--- src/rtl/bus_timer.sv ---
// ============================================================================
// Module   : bus_timer
// Brief    : 16-bit CPU-bus programmable down-counter timer with interrupt.
// Revision : 1.0 - initial release
// ============================================================================
`default_nettype none

module bus_timer (
    input  logic       clk,
    input  logic       res,
    input  logic       phi2,
    input  logic       cs,
    input  logic       rw,
    input  logic [1:0] rs,
    input  logic [7:0] dbi,
    output logic [7:0] dbo,
    output logic       irq_n
);

    localparam logic [1:0] c_RS_LO   = 2'd0;
    localparam logic [1:0] c_RS_HI   = 2'd1;
    localparam logic [1:0] c_RS_CTRL = 2'd2;
    localparam logic [1:0] c_RS_STAT = 2'd3;

    typedef enum logic [0:0] {
        ST_IDLE = 1'b0,
        ST_RUN  = 1'b1
    } state_t;

    logic        r_phi2_q;
    logic [15:0] r_latch;
    logic [15:0] r_counter;
    logic [1:0]  r_ctrl;
    logic        r_if;
    state_t      r_state;

    logic w_tick;
    logic w_wr;
    logic w_rd;
    logic w_wr_lo;
    logic w_wr_hi;
    logic w_wr_ctrl;
    logic w_wr_stat;
    logic w_rd_lo;
    logic w_run;
    logic w_fr;
    logic w_ie;
    logic w_cnt_zero;
    logic w_expire;
    logic w_if_clr;

    // One tick per CPU cycle: the clk edge on which phi2 is seen falling.
    assign w_tick     = r_phi2_q & ~phi2;
    assign w_wr       = w_tick & cs & ~rw;
    assign w_rd       = w_tick & cs &  rw;
    assign w_wr_lo    = w_wr & (rs == c_RS_LO);
    assign w_wr_hi    = w_wr & (rs == c_RS_HI);
    assign w_wr_ctrl  = w_wr & (rs == c_RS_CTRL);
    assign w_wr_stat  = w_wr & (rs == c_RS_STAT);
    assign w_rd_lo    = w_rd & (rs == c_RS_LO);

    assign w_run      = (r_state == ST_RUN);
    assign w_fr       = r_ctrl[0];
    assign w_ie       = r_ctrl[1];
    assign w_cnt_zero = (r_counter == 16'h0000);

    // A high-byte write restarts the count, so it suppresses a coincident expiry.
    assign w_expire   = w_tick & w_run & w_cnt_zero & ~w_wr_hi;
    assign w_if_clr   = w_wr_hi | w_wr_stat | w_rd_lo;

    always_ff @(posedge clk) begin
        if (res) begin
            r_phi2_q <= 1'b0;
        end else begin
            r_phi2_q <= phi2;
        end
    end

    always_ff @(posedge clk) begin
        if (res) begin
            r_latch <= 16'hFFFF;
        end else begin
            if (w_wr_lo) begin
                r_latch[7:0] <= dbi;
            end
            if (w_wr_hi) begin
                r_latch[15:8] <= dbi;
            end
        end
    end

    // Control changes land at the tick edge, so the counting below still sees the old mode.
    always_ff @(posedge clk) begin
        if (res) begin
            r_ctrl <= 2'b00;
        end else if (w_wr_ctrl) begin
            r_ctrl <= dbi[1:0];
        end
    end

    always_ff @(posedge clk) begin
        if (res) begin
            r_counter <= 16'hFFFF;
            r_state   <= ST_IDLE;
        end else if (w_wr_hi) begin
            r_counter <= {dbi, r_latch[7:0]};
            r_state   <= ST_RUN;
        end else if (w_tick && w_run) begin
            if (!w_cnt_zero) begin
                r_counter <= r_counter - 16'd1;
            end else if (w_fr) begin
                r_counter <= r_latch;
            end else begin
                r_state   <= ST_IDLE;
            end
        end
    end

    always_ff @(posedge clk) begin
        if (res) begin
            r_if <= 1'b0;
        end else if (w_expire) begin
            r_if <= 1'b1;
        end else if (w_if_clr) begin
            r_if <= 1'b0;
        end
    end

    always_comb begin
        dbo = 8'h00;
        if (cs && rw) begin
            case (rs)
                c_RS_LO:   dbo = r_counter[7:0];
                c_RS_HI:   dbo = r_counter[15:8];
                c_RS_CTRL: dbo = {6'b000000, r_ctrl};
                default:   dbo = {r_if, 6'b000000, w_run};
            endcase
        end
    end

    assign irq_n = ~(r_if & w_ie);

endmodule

`default_nettype wire

--- config.mk ---
export PLATFORM = sky130hd
export DESIGN_NAME = bus_timer
export DESIGN_NICKNAME = d
export VERILOG_FILES = /design/src/rtl/bus_timer.sv
export SDC_FILE = /design/constraint.sdc
export NUM_CORES = 1
export LEC_CHECK = 0
export BUFFER_PORTS_ARGS = -buffer_cell sky130_fd_sc_hd__clkbuf_2
export CAP_MARGIN = 20
export CORE_AREA = 2 2 67 69
export CTS_CLUSTER_SIZE = 40
export DETAILED_ROUTE_END_ITERATION = 10
export DIE_AREA = 0 0 69 71
export PLACE_DENSITY = 0.83
export REMOVE_ABC_BUFFERS = 1
export SLEW_MARGIN = 25
export SYNTH_ARGS = -nofsm -noshare
export SYNTH_HDL_FRONTEND = slang
export SYNTH_SLANG_ARGS = --single-unit
--- constraint.sdc ---
create_clock -name clk -period 2.05 [get_ports clk]
set_input_delay 0 -clock clk [delete_from_list [all_inputs] [get_ports clk]]
set_output_delay 0 -clock clk [all_outputs]
set_load 0.05 [all_outputs]
# ---- After elaboration in Yosys (flattened, before gate mapping)
# Index checks and enable logic that the tools add are counted.
dict set report word_totals {
  reg_bits 37
  input_bits 15
  out_inout_bits 9
}
dict set report classes {
  n_addsub 1
  eq_ne 5
  n_mux 12
  n_bitwise 19
  reduce_logical 9
}
# operator n
set ops {}
lappend ops {{16-bit 2-to-1 mux} 4}
lappend ops {{8-bit one-hot mux with 3 select lines} 1}
lappend ops {{16-bit logical NOT} 1}
lappend ops {{16-bit by 1-bit subtractor with 16-bit output, second input constant} 1}
lappend ops {{1-bit AND} 13}
lappend ops {{8-bit 2-to-1 mux} 1}
lappend ops {{1-bit 2-to-1 mux} 6}
lappend ops {{2-bit nonzero test} 3}
lappend ops {{2-bit equality test, second input constant} 2}
lappend ops {{1-bit NOT} 4}
lappend ops {{3-bit != test, second input constant} 1}
lappend ops {{3-bit AND reduction} 1}
lappend ops {{2-bit by 1-bit equality test with 1-bit output, second input constant} 1}
lappend ops {{1-bit logical AND} 2}
lappend ops {{2-bit logical NOT} 1}
lappend ops {{2-bit by 1-bit != test with 1-bit output, second input constant} 1}
lappend ops {{1-bit bitwise OR} 2}
lappend ops {{2-bit AND reduction} 1}

# ---- Logic depth before layout (Yosys ltp)
dict set report depth {
  depth_word 9
  ltp_mapped 8
  depth_no_buf 7
}

# ---- Worst setup path before layout
# Ideal clock, no wire load.
dict set report synth_timing {
  kind {flip-flop to flip-flop}
  startpoint {reg r_counter[2]}
  endpoint {reg r_counter[14]}
  setup_ns 0.062
  arrival_ns 1.959
  required_time_ns 1.988
  setup_slack_ns 0.029
  path_stages_with_launch 8
  synth_period_minus_slack_ns 2.021
  path_cell_list {dfxtp_1 buf_6 or4_4 and4b_1 buf_6 a211oi_1 or4_1 nand3_1}
}
dict set report synth_between {
  elab_chain_cells 4
}
# element line_no
set synth_rtl {}
lappend synth_rtl {{start, declared} 32} ;# logic [15:0] r_counter;
lappend synth_rtl {{start signal, assigned} 106} ;# r_counter <= {dbi, r_latch[7:0]};
lappend synth_rtl {{start signal, assigned} 110} ;# r_counter <= r_counter - 16'd1;
lappend synth_rtl {{start signal, assigned} 112} ;# r_counter <= r_latch;
lappend synth_rtl {{16-bit by 1-bit subtractor with 16-bit output / 16-bit logical NOT (equally long branches)} {110, 65}}
lappend synth_rtl {{16-bit 2-to-1 mux} 109} ;# if (!w_cnt_zero) begin
lappend synth_rtl {{16-bit 2-to-1 mux} 108} ;# end else if (w_tick && w_run) begin
lappend synth_rtl {{16-bit 2-to-1 mux} 105} ;# end else if (w_wr_hi) begin
# Several ways; a longest one is shown, not always the timed one. The select of a mux whose other input is x is not followed.
# A chain may end at the register's enable or synchronous reset.

# ---- Worst setup path after layout
dict set report layout_timing {
  startpoint {reg r_counter[2]}
  endpoint {reg r_counter[15]}
}
# The elaborated chain is that of the path after synthesis.

==> results.sh <==
export IMPL_status="finished, final reports clean"
export IMPL_internal_power_mw=1.14
export IMPL_grt_max_degree=26
export IMPL_area_growth_pct=24.5
export IMPL_yosysMostFrequentCell="nand2_1"
export IMPL_rsz0062_at_grt="yes"
export IMPL_n_fill_cell=367
export IMPL_whs_ns=0.121
export IMPL_ios=24
export IMPL_detail_route_iter0_violations=277
export IMPL_seq_power_share_pct=48.5
export IMPL_grt_usage_pct=26.1
export IMPL_fmax_mhz=493
export IMPL_maxSlewViolCount=0
export IMPL_finalSetupViolations=0
export IMPL_ys_seq_area_share_pct=35.0
export IMPL_synth_seq_cells=37
export IMPL_synth_warnings=0
export IMPL_syn_inst=269
export IMPL_die_area_um2=4900
export IMPL_synth_top_area_share_pct=35.0
export IMPL_startpoint_type="flip-flop"
export IMPL_max_cap_violations=0
export IMPL_cp_end_kind="flip-flop"
export IMPL_drive_above_1_share_pct=22.0
export IMPL_power_frac_comb_pct=8.6
export IMPL_routed_wl_um=6330
export IMPL_clock_latency_ns=0.30
export IMPL_slew_headroom_pct=64.7
export IMPL_async_reset_ff_share_pct=0
export IMPL_switching_share_pct=24.2
export IMPL_required_ns=2.29
export IMPL_grt_pass1_wl_um=10100
export IMPL_clk_pin_slew_ns=0.08
export IMPL_overflow=0
export IMPL_via_count=2324
export IMPL_clock_tree_root_cell="clkbuf_8"
export IMPL_synth_flop_cell="dfxtp_1"
export IMPL_synth_cell_types=55
export IMPL_setup_tns_ns=0
export IMPL_numCtsBuffers=5
export IMPL_switchingPower_mw=0.364
export IMPL_hold_viol=0
export IMPL_yosys_top_cells_area="dfxtp_1, nand2_1, a21oi_1"
export IMPL_drc=0
export IMPL_io_buffers=23
export IMPL_die_h_um=71
export IMPL_cp_max_fo=5
export IMPL_finalNonFillerCells=370
export IMPL_fin_skew_ns=0.00643
export IMPL_p_leak_nw=1.11
export IMPL_timing_final_crit_share_pct=99.0
export IMPL_cts_path_max_buffers=2
export IMPL_synth_edff_count=0
export IMPL_place_area_um2=2410
export IMPL_synthTopCellsByCount="nand2_1, dfxtp_1, a21oi_1, nor2_1, clkbuf_1"
export IMPL_antenna_found_initial=0
export IMPL_cts_htree_levels=2
export IMPL_dpl_cell_count=353
export IMPL_tightest_slew_ns=0.523
export IMPL_die_width_um=69
export IMPL_p_total_mw=1.50
export IMPL_nets=334
export IMPL_syn_avg_cell_area_um2=7.87
export IMPL_cts_num_sinks=37
export IMPL_hold_path_class="in2reg"
export IMPL_synth_largest_area_cell="dfxtp_1"
export IMPL_grt_pass1_vias=2065
export IMPL_arrival_ns=2.27
export IMPL_first_pass_iters=6
export IMPL_ff_latch_area_um2=741
export IMPL_cts_setup_buffers=0
export IMPL_start_util_pct=50.4
export IMPL_ir_drop_uv=455
export IMPL_gp_congestion=0.956
export IMPL_via_per_inst=6.28
export IMPL_cts_tree="done"
export IMPL_critPathKind="reg2reg"
export IMPL_num_rows=24
export IMPL_antennaDiodeCount=0
export IMPL_synthesis_area_um2=2120
export IMPL_design_area_um2=2640
export IMPL_wire_per_inst_um=17.1
export IMPL_power_share_clock_pct=43.0
export IMPL_multiInputGateArea_um2=1320
export IMPL_drtAntennaViolNets=0
export IMPL_powerDensity_nw_per_um2=571
export IMPL_hpwl_um=4350
export IMPL_fin_crit_ns=2.03
export IMPL_coreArea_um2=4200
-- layout by cell type, fill, tap and decap left out, types with 8 or more instances in the layout --
cell / count
a21oi_1: 33
clkbuf_2: 23
nand3_1: 10
buf_4: 24
nor2_1: 18
mux2i_1: 8
nand2_1: 48
dfxtp_1: 37
nand3b_1: 10
dlygate4sd3_1: 9
-- per-layer routing --
metal / track usage, % / share of wire, % / vias up
li1: - / - / 1081
met1: 33.3 / 41 / 1067
met2: 39.5 / 46 / 145
met3: 6.55 / 8.7 / 31
met4: 16.1 / 4.0 / 0
met5: 0 / 0 / -
-- power by group through the flow --
| stage | combinational (mW) | sequential [mW] | clock (mW) |
|---|---|---|---|
| finish | 0.129 | 0.729 | 0.646 |
| global route | 0.136 | 0.730 | 0.692 |
| CTS | 0.126 | 0.729 | 0.658 |
| detailed placement | 0.112 | 0.746 | 0 |
| global placement | 0.111 | 0.745 | 0 |
| floorplan | 0.0629 | 0.745 | 0 |
-- layout make-up --
type | instances | area share, %
Multi-Input combinational cell | 213 | 50.0
Sequential cell | 37 | 28.1
Timing Repair Buffer | 56 | 14.6
Clock buffer | 6 | 2.75
Tap cell | 52 | 2.47
Clock inverter | 2 | 1.47
Inverter | 4 | 0.570
-- flip-flops by register name (all words and copies together) (netlist names) --
signal and count:
r_latch 16, r_if 1, r_counter 16, r_state 1
r_phi2_q 1, r_ctrl 2
-- final timing paths --
kind                              from                          to  slack [ns]  cells after the start
min reg2reg   r_latch[13]$_SDFFE_PP1P_    r_latch[13]$_SDFFE_PP1P_        0.44                      2
min                                 cs           r_if$_SDFFE_PP0P_        0.12                      4
max          r_counter[2]$_SDFFE_PP1P_  r_counter[15]$_SDFFE_PP1P_        0.02                      5
max reg2reg  r_counter[2]$_SDFFE_PP1P_  r_counter[15]$_SDFFE_PP1P_        0.02                      5
-- kinds of logic (layout without fill, tap and decap cells) --
family	Yosys count	count (layout)	share of synthesized area, %
AND/OR/NAND/NOR	128	128	32.0
buffers and inverters	19	68	4.08
adder cells (fa/ha/maj)	2	2	1.18
multiplexers	9	9	4.85
XOR/XNOR	3	3	1.24
flip-flops	37	37	35.0
AO/OA/AOI/OAI	71	71	21.7
-- through the flow --
step,util [%],setup slack [ns]
global placement,57.2,0.0461
global route,62.7,-0.0508
detailed placement,57.2,0.000853
floorplan,-,-0.181
finish,62.7,0.0204
CTS,62.2,0.0183
-- critical path: stages, from the launching register on --
cell and delay [ns]:
dfxtp_1 0.32, or4_4 0.57, nor4_2 0.38, nand3b_1 0.14, or4_1 0.45, nand4_1 0.11
-- what timing repair did --
item / CTS / global route
hold endpoints to repair: 23 / 0
gates resized for setup: 2 / 6
setup endpoints to repair: 3 / 12
hold buffers: 9 / 0
Note: power is estimated with default switching activity, not from simulation.
